--- config.mk ---
export PLATFORM = sky130hd
export DESIGN_NAME = fifo_ram_wxd_flat
export DESIGN_NICKNAME = d
export VERILOG_FILES = /design/src/rtl/fifo_ram_wxd_if.sv /design/src/rtl/fifo_ram_wxd.sv /design/src/flat_wrapper.sv
export SDC_FILE = /design/constraint.sdc
export NUM_CORES = 1
export LEC_CHECK = 0
export CORE_MARGIN = 1.5
export CORE_UTILIZATION = 55
export DETAILED_ROUTE_END_ITERATION = 12
export GPL_ROUTABILITY_DRIVEN = 0
export PLACE_DENSITY = 0.74
export SLEW_MARGIN = 20
export SYNTH_ARGS = -nofsm -noshare
export SYNTH_HDL_FRONTEND = slang
export SYNTH_SLANG_ARGS = --single-unit
--- constraint.sdc ---
create_clock -name clk -period 8.1 [get_ports clk]
set_input_delay 1.215 -clock clk [delete_from_list [all_inputs] [get_ports clk]]
set_output_delay 1.215 -clock clk [all_outputs]
set_load 0.01 [all_outputs]
--- src/rtl/fifo_ram_wxd_if.sv ---
// Handshake/data bundle between a FIFO user (master) and fifo_ram_wxd (slave).
// Widths track the FIFO word width and log2 depth.
interface fifo_ram_wxd_if #(
  parameter int DATA_WIDTH = 16,
  parameter int DATA_DEPTH = 4
);
  logic                  clr;
  logic                  we;
  logic [DATA_WIDTH-1:0] din;
  logic                  re;
  logic [DATA_WIDTH-1:0] dout;
  logic                  dvalid;
  logic                  full;
  logic                  empty;
  logic                  almost_full;
  logic                  almost_empty;
  logic [DATA_DEPTH:0]   level;
  logic                  overflow;
  logic                  underflow;

  modport master (
    output clr, we, din, re,
    input  dout, dvalid, full, empty, almost_full, almost_empty,
           level, overflow, underflow
  );

  modport slave (
    input  clr, we, din, re,
    output dout, dvalid, full, empty, almost_full, almost_empty,
           level, overflow, underflow
  );
endinterface

--- src/rtl/fifo_ram_wxd.sv ---
// Synchronous FIFO on a distributed-RAM array with registered occupancy flags,
// sticky overflow/underflow, and either first-word-fall-through or registered output.
module fifo_ram_wxd #(
  parameter int DATA_WIDTH = 16,
  parameter int DATA_DEPTH = 4,
  parameter int AF_LEVEL   = (1 << DATA_DEPTH) - 2,
  parameter int AE_LEVEL   = 1,
  parameter bit OREG       = 1'b0
) (
  input logic            clk,
  input logic            rst,
  fifo_ram_wxd_if.slave  bus
);

  localparam int CAPACITY = 1 << DATA_DEPTH;
  localparam logic [DATA_DEPTH:0]   LEVEL_FULL = (DATA_DEPTH+1)'(CAPACITY);
  localparam logic [DATA_DEPTH:0]   LEVEL_ONE  = (DATA_DEPTH+1)'(1);
  localparam logic [DATA_DEPTH-1:0] PTR_ONE    = DATA_DEPTH'(1);

  logic [DATA_WIDTH-1:0] mem [CAPACITY];

  logic [DATA_DEPTH-1:0] wr_ptr_reg;
  logic [DATA_DEPTH-1:0] rd_ptr_reg;
  logic [DATA_DEPTH:0]   level_reg;
  logic [DATA_DEPTH:0]   level_next;
  logic                  empty_reg;
  logic                  full_reg;
  logic                  af_reg;
  logic                  ae_reg;
  logic                  overflow_reg;
  logic                  underflow_reg;
  logic                  ra;
  logic                  wa;

  // A read frees a slot in the same cycle, so a full FIFO still takes a write alongside it.
  assign ra = bus.re & ~empty_reg;
  assign wa = bus.we & (~full_reg | ra);

  always_comb begin
    level_next = level_reg;
    if (wa && !ra) begin
      level_next = level_reg + LEVEL_ONE;
    end else if (ra && !wa) begin
      level_next = level_reg - LEVEL_ONE;
    end
  end

  always_ff @(posedge clk) begin
    if (wa && !bus.clr) begin
      mem[wr_ptr_reg] <= bus.din;
    end
  end

  always_ff @(posedge clk or posedge rst) begin
    if (rst) begin
      wr_ptr_reg    <= '0;
      rd_ptr_reg    <= '0;
      level_reg     <= '0;
      empty_reg     <= 1'b1;
      full_reg      <= 1'b0;
      af_reg        <= 1'b0;
      ae_reg        <= 1'b1;
      overflow_reg  <= 1'b0;
      underflow_reg <= 1'b0;
    end else if (bus.clr) begin
      wr_ptr_reg    <= '0;
      rd_ptr_reg    <= '0;
      level_reg     <= '0;
      empty_reg     <= 1'b1;
      full_reg      <= 1'b0;
      af_reg        <= 1'b0;
      ae_reg        <= 1'b1;
      overflow_reg  <= 1'b0;
      underflow_reg <= 1'b0;
    end else begin
      if (wa) begin
        wr_ptr_reg <= wr_ptr_reg + PTR_ONE;
      end
      if (ra) begin
        rd_ptr_reg <= rd_ptr_reg + PTR_ONE;
      end
      // Flags come from the next level so they line up with level in the same cycle.
      level_reg     <= level_next;
      empty_reg     <= (level_next == '0);
      full_reg      <= (level_next == LEVEL_FULL);
      af_reg        <= (32'(level_next) >= AF_LEVEL);
      ae_reg        <= (32'(level_next) <= AE_LEVEL);
      overflow_reg  <= overflow_reg | (bus.we & ~wa);
      underflow_reg <= underflow_reg | (bus.re & empty_reg);
    end
  end

  assign bus.level        = level_reg;
  assign bus.empty        = empty_reg;
  assign bus.full         = full_reg;
  assign bus.almost_full  = af_reg;
  assign bus.almost_empty = ae_reg;
  assign bus.overflow     = overflow_reg;
  assign bus.underflow    = underflow_reg;

  generate
    if (OREG == 1'b0) begin : g_fwft
      assign bus.dout   = mem[rd_ptr_reg];
      assign bus.dvalid = ~empty_reg;
    end else begin : g_oreg
      logic [DATA_WIDTH-1:0] dout_reg;
      logic                  dvalid_reg;

      always_ff @(posedge clk or posedge rst) begin
        if (rst) begin
          dout_reg   <= '0;
          dvalid_reg <= 1'b0;
        end else if (bus.clr) begin
          dvalid_reg <= 1'b0;
        end else begin
          dvalid_reg <= ra;
          if (ra) begin
            dout_reg <= mem[rd_ptr_reg];
          end
        end
      end

      assign bus.dout   = dout_reg;
      assign bus.dvalid = dvalid_reg;
    end
  endgenerate

endmodule

--- src/flat_wrapper.sv ---
// flat-port wrapper written by rule: the top's interface ports become plain ports
module fifo_ram_wxd_flat 
#(
  parameter int DATA_WIDTH = 16,
  parameter int DATA_DEPTH = 4,
  parameter int AF_LEVEL   = (1 << DATA_DEPTH) - 2,
  parameter int AE_LEVEL   = 1,
  parameter bit OREG       = 1'b0
)
  (clk, rst, bus_clr, bus_we, bus_din, bus_re, bus_dout, bus_dvalid, bus_full, bus_empty, bus_almost_full, bus_almost_empty, bus_level, bus_overflow, bus_underflow);
  fifo_ram_wxd_if #(.DATA_WIDTH(DATA_WIDTH), .DATA_DEPTH(DATA_DEPTH)) bus_i ();
  input logic clk;
  input logic rst;
  input wire logic [$bits(bus_i.clr)-1:0] bus_clr;
  input wire logic [$bits(bus_i.we)-1:0] bus_we;
  input wire logic [$bits(bus_i.din)-1:0] bus_din;
  input wire logic [$bits(bus_i.re)-1:0] bus_re;
  output wire logic [$bits(bus_i.dout)-1:0] bus_dout;
  output wire logic [$bits(bus_i.dvalid)-1:0] bus_dvalid;
  output wire logic [$bits(bus_i.full)-1:0] bus_full;
  output wire logic [$bits(bus_i.empty)-1:0] bus_empty;
  output wire logic [$bits(bus_i.almost_full)-1:0] bus_almost_full;
  output wire logic [$bits(bus_i.almost_empty)-1:0] bus_almost_empty;
  output wire logic [$bits(bus_i.level)-1:0] bus_level;
  output wire logic [$bits(bus_i.overflow)-1:0] bus_overflow;
  output wire logic [$bits(bus_i.underflow)-1:0] bus_underflow;
  assign bus_i.clr = bus_clr;
  assign bus_i.we = bus_we;
  assign bus_i.din = bus_din;
  assign bus_i.re = bus_re;
  assign bus_dout = bus_i.dout;
  assign bus_dvalid = bus_i.dvalid;
  assign bus_full = bus_i.full;
  assign bus_empty = bus_i.empty;
  assign bus_almost_full = bus_i.almost_full;
  assign bus_almost_empty = bus_i.almost_empty;
  assign bus_level = bus_i.level;
  assign bus_overflow = bus_i.overflow;
  assign bus_underflow = bus_i.underflow;
  fifo_ram_wxd #(.DATA_WIDTH(DATA_WIDTH), .DATA_DEPTH(DATA_DEPTH), .AF_LEVEL(AF_LEVEL), .AE_LEVEL(AE_LEVEL), .OREG(OREG)) u_core (.clk(clk), .rst(rst), .bus(bus_i));
endmodule
==> results, run 1 <==
- Synthesis produced 478 cells.
- The number of buffer cells added on primary ports is 48.
- The buffer depth of the longest clock path is 3.
- In this run the most used layer during global routing was met2.
- The number of max-capacitance violations reported is 0.
- The number of synthesized flops with an enable pin is 256.
- Together, buffers and inverters on the worst path number 2.
- The cell chosen for the clock root is clkbuf_16.
- The die span in y is 143.5 um.
- The run finished with clean final reports.
- The endpoint arrival time on the critical path is 3.66 ns.
- Once detail routing completed, the nets flagged for antenna violations numbered 0.
- Dividing the detail-routed wire length by the instance count gives 25.64 um.
- The reported net switching power is 0.6963 mW.
- The met1 track utilization from global routing is 0.3115.
- The number of antenna violations at the first check in global routing is 0.
- The element type at the critical path start is a flip-flop.
- The cts-stage hold buffer count is 0.
- The worst hold path was traced through 2 stages.
- For this configuration, the core starts out at a cell density of 0.5593.
- The number of clock sinks seen by CTS is 275.
- The clock latency at the later pin of the worst-skew pair is 0.52 ns.
- Subtracting the final worst setup slack from the clock period gives 4.878 ns.
- The worst min-delay path class is reg2reg.
- For this design the ratio of total power to cell area is 258.1 nW/um^2.
- Counting the buffers created by CTS gives 26.
- The category of the worst setup path capture point is an output port.
- The total die area is 20580 sq um.
- The leading cell type in the layout, fill and taps excluded is edfxtp_1.
- The relative slew slack is 0.2249.
- The net count after synthesis is 506.
- The diode insertion count for antenna repair is 0.
- The cell depth of the worst flop-to-flop path is 4.
- The HPWL reported at the end of detailed placement is 11.54 mm.
- Yosys attributes the largest share of cell area to edfxtp_1 (71%), mux4_2 (14%), dfrtp_1 (3.9%).
- The count of endpoints failing hold in the final timing report came to 0.
- Compared with the post-synthesis result, the final layout area differs by 14.96%.
- Broken down by cell family, the worst path's largest delay share belongs to buffers and inverters.
- The flip-flop cell with the highest count after synthesis is edfxtp_1.
- Setup repair after global routing left no endpoint under its margin.
- The floorplan has 51 rows.
- The maximum fanout along the worst path is 41.
- In this run the critical register-to-register path is captured at u_core.mem[5][8].
- The start-to-end type of the worst setup path is reg2out.
- The chip width is 143.5 um.
- The number of instances in the placed design is 777.
- In the final layout, the share of cells above drive strength 1 is 0.2375.
- Gates resized during post-CTS repair numbered 0.
- The netlist area before placement is 10850 sq um.
- The critical path goes through buf_4 > mux4_1 > mux4_2 > clkdlybuf4s50_1.
- The placeable core region is 19400 sq um.
- The pin count of the biggest net entering global routing is 57.
- The share of the Yosys chip area taken by registers is 0.7526.
- The source of the worst hold timing path is u_core.bus.underflow.
- The remaining routing DRC violations is 0.
- The synthesized design spends more area on one cell type than any other, namely edfxtp_1.
- The setup-violating endpoint count in the final report is 0.
- Internal power comes to 2.523 mW.
- The count of unique library cells instantiated by Yosys is 43.
- CTS built an H-tree with a depth of 1.
- The total wirelength of the detailed-routed design is 21.15 mm.
- The post-CTS clock slew at the launch and capture registers of the worst setup and hold paths is 0.06 ns.
- The number of global-route vias before repair is 5252.
- 49 I/O pins were placed.
- The endpoint with the worst hold slack is u_core.bus.underflow.
- The met2 routing resource usage after global routing is 0.3578.
- The finished layout holds 825 standard cells, fillers aside.
- The global-route total usage across every layer is 0.2186.
- The first routing iteration left 460 violations.
- The average cell area after synthesis is 22.70 sq um.
- For the worst setup path, the data required time is 6.88 ns.
- The synthesis warning total is 0.
- The wire length of the first global-routing pass is 31.97 mm.
- In the finished design, the share of the clock period the worst path needs comes to 0.6022.
- The synthesized design contains 275 register bits.
- Of the post-synthesis cell area, the dominant cell type holds 0.7086.
- The flip-flop count of the largest register after layout is 256.
- In the final design database the tool counted 568 nets.
- The post-CTS repair timing setup buffer count is 0.
- Between clock sinks in the finished design, the worst skew comes to 0.01189 ns.
- The worst-path cell with the longest stage delay is dfrtp_4.
- The total number of vias is 4971.
- Derived from the worst setup path, the maximum achievable clock frequency is 205.0 MHz.
- Across all register-to-register paths, the minimum setup slack is 5.36 ns.
- The maximum cell stage delay along the critical path is 0.76 ns.
- The share of total power dissipated in sequential elements is 0.502.
- The fraction of power spent switching nets is 0.2163.
- For the pin with the worst max-slew slack, the measured transition is 1.163 ns.
- Adding up every negative setup slack in the final design gives 0 ns.
- The clock power share is 0.386.
- In the global route stage, met3 resource usage came out at 0.03166.
- The total overflow left after global routing is 0.
- The first detailed-routing pass took 5 iterations.
- The total chip power is 3.219 mW.
- In the layout the commonest cells are edfxtp_1 (256), mux4_2 (67), clkdlybuf4s50_1 (48).
- The launch instance of the worst register-to-register path is u_core.bus.empty.
- The share of total power dissipated in combinational logic is 0.112.
- The fraction of registers with async set/reset is 0.06909.
- The static leakage is 3.945 nW.
- The count of pins over their slew limit is 0.
- After detailed routing, the number of vias per cell comes to 6.025.
- The TritonCTS clock tree is built.
- The worst-case IR drop observed on VDD is 0.1734 mV.
==> Yosys cell counts, drive strengths merged (4+ instances only) <==
cell      n
inv       6
clkbuf    5
nand2     5
nor2     15
and2     12
buf      18
dfrtp    17
ha        7
edfxtp  256
nor3      8
xor2      5
mux4     80
nand2b    5
a21oi     4
==> tightest hold or removal path, delay by kind of cell (launching register included) <==
family,cells,cell delay (ns)
AO/OA/AOI/OAI,1,0.04
flip-flops,1,0.35
AND/OR/NAND/NOR,1,0.07
==> power groups by stage <==
stage	Combinational (mW)	Sequential [mW]	Clock [mW]
after floorplan	0.265	1.63	0
after global placement	0.352	1.65	0
after detailed placement	0.362	1.65	0
after CTS	0.365	1.62	1.26
after global routing	0.387	1.62	1.31
final	0.360	1.62	1.24
==> layout make-up <==
class	instances	area (sq um)
clock inverters	15	163.9
well taps	265	331.6
inverters	6	22.52
clock buffers	33	728.2
multi-input cells	174	2491
repair buffers	57	563.0
flip-flops and latches	275	8172
fillers	1256	6927
==> metrics by stage <==
stage / hold slack [ns] / setup WS [ns] / instance area [sq um] / util
finish: 0.5036 / 3.222 / 12470 / 0.6429
global route: 0.5593 / 3.015 / 12470 / 0.6429
CTS: 0.5081 / 3.131 / 12470 / 0.6426
detailed placement: 0.4885 / 3.685 / 11570 / 0.5966
global placement: 0.4859 / 3.730 / 11540 / 0.5951
floorplan: 0.5264 / 4.305 / 10850 / -
==> logic make-up after synthesis <==
| group | share of synthesized area |
|---|---|
| buffers and inverters | 0.01995 |
| DFF | 0.7526 |
| and+or+nand+nor | 0.03160 |
| AOI/OAI and AO/OA | 0.009804 |
| muxes | 0.1715 |
| adders and majority gates | 0.008073 |
| xor gates and xnor gates | 0.006459 |
==> routing by layer <==
metal / up-vias / routed length [um] / part of all wire
met5: - / 0 / 0
met2: 160 / 10640 / 0.50
li1: 2146 / - / -
met4: 0 / 446 / 0.021
met3: 34 / 1092 / 0.052
met1: 2631 / 8971 / 0.42
==> worst max path at each step <==
stage / from / to / slack (ns) / depth (start not counted)
floorplan: bus_re / u_core.mem[3][0] / 4.30 / 4
global placement: u_core.rd_ptr_reg[0] / bus_dout[2] / 3.73 / 4
detailed placement: u_core.rd_ptr_reg[0] / bus_dout[2] / 3.69 / 4
CTS: u_core.rd_ptr_reg[0] / bus_dout[4] / 3.13 / 4
global route: u_core.rd_ptr_reg[0] / bus_dout[4] / 3.02 / 4
finish: u_core.rd_ptr_reg[0] / bus_dout[4] / 3.22 / 4
Power figures use the tool's default switching activity.
==> run 2: changes to the inputs <==
--- a/config.mk
+++ b/config.mk
@@ -6,10 +6,10 @@
 export NUM_CORES = 1
 export LEC_CHECK = 0
 export CORE_MARGIN = 1.5
-export CORE_UTILIZATION = 55
+export CORE_UTILIZATION = 54
 export DETAILED_ROUTE_END_ITERATION = 12
 export GPL_ROUTABILITY_DRIVEN = 0
-export PLACE_DENSITY = 0.74
+export PLACE_DENSITY = 0.75
 export SLEW_MARGIN = 20
 export SYNTH_ARGS = -nofsm -noshare
 export SYNTH_HDL_FRONTEND = slang
==> constraint.sdc (replaced) <==
create_clock -name clk -period 4.36 [get_ports clk]
set_input_delay 0.654 -clock clk [delete_from_list [all_inputs] [get_ports clk]]
set_output_delay 0.654 -clock clk [all_outputs]
set_load 0.01 [all_outputs]
==> run 2 against run 1 <==
Effect of this change: count of clock-buffer cells in the layout decreased by 2; core utilization decreased by 0.31 points; critical path depth unchanged; sequential power increased by 85%; non-clock buffer count increased by 15; setup slack got worse by 2.7 ns; critical endpoint is now bus_dout[15].
==> results, run 2 (synthesized netlist as in run 1, its figures left out) <==
- The flow ran to the end, and the final reports show no timing, DRC or antenna violations.
- The placeable core region is 19590 sq um (+0.99%).
- The count of pins over their slew limit is 0 (unchanged).
- The total chip power was 5.887 mW (+83%).
- The initial DRC count is 532 (+16%).
- The pin count of the biggest net entering global routing is 37 (-35%).
- The worst setup path is launched from a flip-flop.
- The part of the power in combinational logic is 0.116 (+0.004).
- The post-detailed-route via-to-cell ratio was 6.117 (+1.5%).
- The detailed-router iteration count before antenna repair is 5 (unchanged).
- The cts-stage hold buffer count is 0 (unchanged).
- The remaining antenna violation count after routing came to 0 (unchanged).
- The total die area is 20950 sq um (+1.8%).
- The relative slew slack is 0.4903 (+0.2655).
- The number of buffer cells added on primary ports came to 48 (unchanged).
- The power per standard cell area is 469.7 nW/um^2 (+82%).
- The buffer depth of the longest clock path came to 3 (unchanged).
- The wire length of the first global-routing pass is 32.55 mm (+1.8%).
- CTS placed an instance of clkbuf_16 at the clock tree root.
- The chip width was 144.7 um (+0.90%).
- The cell-internal power is 4.628 mW (+83%).
- The clock power share is 0.374 (-0.012).
- The clock tree skew after final layout is 0.01852 ns (+0.006629 ns).
- The total global routing overflow was 0 (unchanged).
- The number of clock sinks seen by CTS was 275 (unchanged).
- The maximum achievable frequency is 261.4 MHz.
- The clock latency at the later pin of the worst-skew pair is 0.53 ns (about the same).
- The post-detailed-route wirelength per cell came to 25.67 um (about the same).
- The endpoint arrival time on the critical path was 3.17 ns (-0.49 ns).
- The starting density of the core is 0.5538 (-0.005465).
- The CTS H-tree depth was 1 (unchanged).
- The TritonCTS clock tree is built.
- Setup repair after global routing left no endpoint under its margin.
- The number of max-capacitance violations reported came to 0 (unchanged).
- The clock period could shrink to 3.826 ns.
- The fraction of power spent switching nets came to 0.2140 (-0.002337).
- The number of buffers created by CTS came to 26 (unchanged).
- The post-cts resize count is 0 (unchanged).
- The HPWL reported at the end of detailed placement is 12.49 mm (+8.3%).
- The number of global-route vias before repair came to 5348 (+1.8%).
- The total number of vias is 5138 (+3.4%).
- The leading cell type in the layout, fill and taps excluded is edfxtp_1.
- The worst setup path is of the reg2out kind.
- The post-route clock period utilization is 0.8774.
- The global-route total usage across every layer came to 0.2190 (+0.0004185).
- The total negative setup slack is 0 ns (unchanged).
- The slew of the pin with the lowest slew margin is 0.7637 ns (-0.3990 ns).
- In the layout the commonest cells are edfxtp_1 (256), mux4_2 (67), clkdlybuf4s50_1 (48).
- The path class of the tightest hold or removal check is reg2reg.
- The maximum fanout along the worst path is 36 (-12%).
- The die span in y is 144.7 um (+0.90%).
- The total wirelength of the detailed-routed design came to 21.56 mm (+1.9%).
- The signed area change from the synthesized netlist to the final layout is 15.53%.
- The post-CTS repair timing setup buffer count is 0 (unchanged).
- The diode insertion count for antenna repair came to 0 (unchanged).
- The flip-flop count of the largest register after layout is 256 (unchanged).
- The number of antenna violations at the first check in global routing came to 0 (unchanged).
- The number of nets in the final layout was 583 (+2.6%).
- The count of endpoints failing hold in the final timing report is 0 (unchanged).
- The number of I/O pins is 49 (unchanged).
- The sequential cell fraction of total power came to 0.510 (+0.008).
- The remaining routing DRC violations is 0 (unchanged).
- The required time of the worst setup path is 3.71 ns (-3.17 ns).
- The peak supply drop was 0.3015 mV (+74%).
- The share of layout cells above drive strength 1 is 0.2348 (-0.002717).
- The reported net switching power was 1.260 mW (+81%).
- The post-CTS clock slew at the launch and capture registers of the worst setup and hold paths is 0.06 ns (about the same).
- The category of the worst setup path capture point is an output port.
- The static leakage is 3.991 nW (+1.2%).
- The number of rows in the core area came to 51 (unchanged).
- The setup-violating endpoint count in the final report is 0 (unchanged).
run 2: changes by cell type in the layout (fill, tap and decap cells not counted), sizes merged:
cell / previous run / this run
inv: 8 / 6
clkbuf: 33 / 31
clkinv: 10 / 14
buf: 9 / 24
run 2: path summary, 6_finish.rpt:
kind / start / slack [ns] / endpoint / depth (start not counted)
worst max-delay path: u_core.rd_ptr_reg[0] / 0.53 / bus_dout[15] / 4
worst min-delay path: u_core.bus.underflow / 0.50 / u_core.bus.underflow / 2
worst max register to register: u_core.bus.empty / 1.66 / u_core.mem[2][3] / 5
worst min register to register: u_core.bus.underflow / 0.50 / u_core.bus.underflow / 2
max in group asynchronous: rst / 3.24 / u_core.rd_ptr_reg[0] / 2
min in group asynchronous: rst / 0.56 / u_core.bus.level[3] / 2
run 2: cell type report:
type,count,area (sq um)
fillers,1275,7056
clock inverters,17,146.4
well taps,265,331.6
repair buffers,72,685.7
flip-flops and latches,275,8172
inverters,6,22.52
multi-input cells,174,2486
clock buffers,31,690.7
run 2: critical path: stages (launching register included):
cell and delay, ns:
dfrtp_4 0.70, buf_12 0.34, mux4_1 0.59, mux4_2 0.49
clkdlybuf4s50_1 0.50
run 2: power by group through the flow:
stage	combinational (mW)	clock (mW)	sequential (mW)
finish	0.683	2.20	3.00
floorplan	0.492	0	3.03
detailed placement	0.689	0	3.06
CTS	0.695	2.24	3.00
global placement	0.672	0	3.05
global route	0.734	2.34	3.01
run 2: per-stage QoR:
stage | hold WS (ns) | setup WS [ns] | std cells | area [sq um] | utilization
2_1_floorplan | 0.5264 | 1.126 | 478 | 10850 | -
3_3_place_gp | 0.4913 | 1.059 | 792 | 11700 | 0.5970
3_5_place_dp | 0.4879 | 0.9716 | 792 | 11700 | 0.5970
4_1_cts | 0.5071 | 0.4650 | 840 | 12530 | 0.6398
5_1_grt | 0.5521 | 0.3991 | 840 | 12530 | 0.6398
6_report | 0.5024 | 0.5345 | 840 | 12530 | 0.6398
run 2: per-layer routing:
metal  wire [um]  GRT usage  up-vias
li1            -          -     2172
met1        8829     0.3068     2716
met2       10820     0.3544      202
met3        1293    0.03883       48
met4         622    0.07390        0
met5           0          0        -
==> run 3: changes to the inputs <==
--- a/config.mk
+++ b/config.mk
@@ -10,6 +10,7 @@
 export DETAILED_ROUTE_END_ITERATION = 12
 export GPL_ROUTABILITY_DRIVEN = 0
 export PLACE_DENSITY = 0.75
+export REMOVE_ABC_BUFFERS = 1
 export SLEW_MARGIN = 20
 export SYNTH_ARGS = -nofsm -noshare
 export SYNTH_HDL_FRONTEND = slang
==> run 3 against run 2 <==
Effect of this change: hold slack gained 0.0024 ns; clock power grew 8%; flip-flop and latch count is the same; count of clock-buffer cells in the layout shrank 1; first-iteration DRC count shrank 36%; critical path depth is the same; sequential power is essentially flat; clock skew shrank 0.0017 ns; cell count shrank 0.12%; global-route usage shrank 0.85 points; critical endpoint is now bus_dout[12].
==> results, run 3 (synthesized netlist as in run 1, its figures left out) <==
- The shortest period the worst path allows is 3.914 ns (+0.08834 ns).
- The remaining routing DRC violations is 0 (unchanged).
- CTS placed an instance of clkbuf_16 at the clock tree root.
- The global-route total usage across every layer came to 0.2105 (-0.008505).
- The post-detailed-route wirelength per cell is 24.64 um (-4.0%).
- The setup-violating endpoint count in the final report is 0 (unchanged).
- The required time of the worst setup path is 3.71 ns (about the same).
- The total number of vias is 5004 (-2.6%).
- The total wirelength of the detailed-routed design was 20.67 mm (-4.1%).
- The count of endpoints failing hold in the final timing report is 0 (unchanged).
- The register area is 8170 sq um (about the same).
- The clock tree skew after final layout is 0.01682 ns (-0.001698 ns).
- The clock latency at the later pin of the worst-skew pair is 0.54 ns (about the same).
- The leading cell type in the layout, fill and taps excluded is edfxtp_1.
- The diode insertion count for antenna repair is 0 (unchanged).
- Setup repair after global routing left no endpoint under its margin.
- TritonCTS built the clock tree.
- The library cells used most frequently in the layout, excluding fill and tap cells, are edfxtp_1 (256), mux4_2 (67), clkdlybuf4s50_1 (48).
- The initial DRC count is 341 (-36%).
- The buffer depth of the longest clock path was 3 (unchanged).
- The post-CTS repair timing setup buffer count is 0 (unchanged).
- The number of buffer cells added on primary ports is 48 (unchanged).
- The total global routing overflow is 0 (unchanged).
- The element type at the critical path start is a flip-flop.
- The maximum fanout along the worst path came to 26 (-28%).
- The pin count of the biggest net entering global routing is 28 (-24%).
- The post-detailed-route via-to-cell ratio is 5.964 (-2.5%).
- The number of nets in the final layout is 582 (-0.17%).
- The number of fill cells is 1291 (+1.3%).
- The number of max-capacitance violations reported was 0 (unchanged).
- The number of buffers created by CTS is 27 (+3.8%).
- The number of clock sinks seen by CTS is 275 (unchanged).
- The cts-stage hold buffer count is 0 (unchanged).
- The peak supply drop is 0.2721 mV (-9.7%).
- The share of layout cells above drive strength 1 is 0.2422 (+0.007378).
- The power per standard cell area is 480.4 nW/um^2 (+2.3%).
- The wire length of the first global-routing pass was 31.41 mm (-3.5%).
- The worst min-delay path class is reg2reg.
- The post-cts resize count is 0 (unchanged).
- The total negative setup slack is 0 ns (unchanged).
- The number of I/O pins is 49 (unchanged).
- The start-to-end type of the worst setup path is reg2out.
- The detailed-router iteration count before antenna repair is 5 (unchanged).
- The number of global-route vias before repair was 5242 (-2.0%).
- The post-CTS clock slew at the launch and capture registers of the worst setup and hold paths was 0.06 ns (about the same).
- The CTS H-tree depth is 1 (unchanged).
- The die span in y is 144.7 um (unchanged).
- The slew of the pin with the lowest slew margin came to 1.053 ns (+0.2890 ns).
- The multi-input combinational cell area came to 2484 sq um (-0.10%).
- The flow ran to the end, and the final reports show no timing, DRC or antenna violations.
- The post-route clock period utilization was 0.8977 (+0.02026).
- The flip-flop count of the largest register after layout came to 256 (unchanged).
- The count of pins over their slew limit is 0 (unchanged).
- The cell area after layout was 12590 sq um (+0.43%).
- The HPWL reported at the end of detailed placement is 11.63 mm (-6.9%).
- The category of the worst setup path capture point is an output port.
- The remaining antenna violation count after routing is 0 (unchanged).
- The number of rows in the core area is 51 (unchanged).
- The chip width was 144.7 um (unchanged).
- The total die area is 20950 sq um (unchanged).
- Relative to the synthesized area, the layout overhead comes to 16.03%.
- The relative slew slack is 0.2982 (-0.1921).
- The final worst hold slack is 0.5049 ns (+0.002441 ns).
- The number of antenna violations at the first check in global routing is 0 (unchanged).
- The endpoint arrival time on the critical path came to 3.26 ns (+0.09 ns).
- The cell area after placement is 11680 sq um (-0.15%).
- The static leakage was 4.012 nW (+0.53%).
- The starting density of the core is 0.5538 (unchanged).
- The maximum achievable frequency is 255.5 MHz (-2.3%).
- The placeable core region was 19590 sq um (unchanged).
## run 3: changes by cell type in the layout (fill, tap and decap cells not counted), moves of 2 or more
cell        change
clkinv_1        -6
buf_4           -2
clkinvlp_4      +2
bufinv_16       +2
clkinv_2        +2
## run 3: metrics by stage
| step | worst slack (ns) | power [mW] | util | std cells |
|---|---|---|---|---|
| after floorplan | 0.04170 | 3.486 | - | 455 |
| after global placement | 0.9587 | 3.724 | 0.5962 | 790 |
| after detailed placement | 0.9228 | 3.742 | 0.5962 | 790 |
| after CTS | 0.3897 | 6.086 | 0.6426 | 839 |
| after global routing | 0.2807 | 6.259 | 0.6426 | 839 |
| final | 0.4462 | 6.048 | 0.6426 | 839 |
## run 3: layer usage
layer,part of all wire,wire length [um],track usage,vias up
li1,-,-,-,2157
met3,0.060,1245,0.03225,40
met5,0,0,0,-
met4,0.022,454,0.05742,0
met1,0.42,8703,0.2978,2628
met2,0.50,10270,0.3471,179
## run 3: worst max-delay path, stage by stage, from the launching register on
cell             delay, ns
dfrtp_4               0.75
buf_4                 0.41
mux4_1                0.61
mux4_2                0.46
clkdlybuf4s50_1       0.49
## run 3: power by group
part	total (mW)	internal, mW	switching, mW
Clock	2.37	1.43	0.941
Sequential	3.01	2.94	0.0695
Combinational	0.672	0.392	0.280
Total	6.05	4.76	1.29
## run 3: final cells by class
type	count	area share
Sequential cell	275	0.6490
Timing Repair Buffer	70	0.05328
Multi-Input combinational cell	174	0.1973
Clock buffer	30	0.05457
Tap cell	265	0.02634
Clock inverter	19	0.01769
Inverter	6	0.001789
## run 3: path summary, 6_finish.rpt
check                                     start              endpoint  slack (ns)  depth (start not counted)
max                        u_core.rd_ptr_reg[0]          bus_dout[12]        0.45                          4
min                         u_core.bus.overflow   u_core.bus.overflow        0.50                          2
max reg2reg                    u_core.bus.empty     u_core.mem[11][5]        1.77                          5
min reg2reg                 u_core.bus.overflow   u_core.bus.overflow        0.50                          2
max in group asynchronous                   rst  u_core.rd_ptr_reg[0]        3.27                          2
min in group asynchronous                   rst       u_core.bus.full        0.55                          2
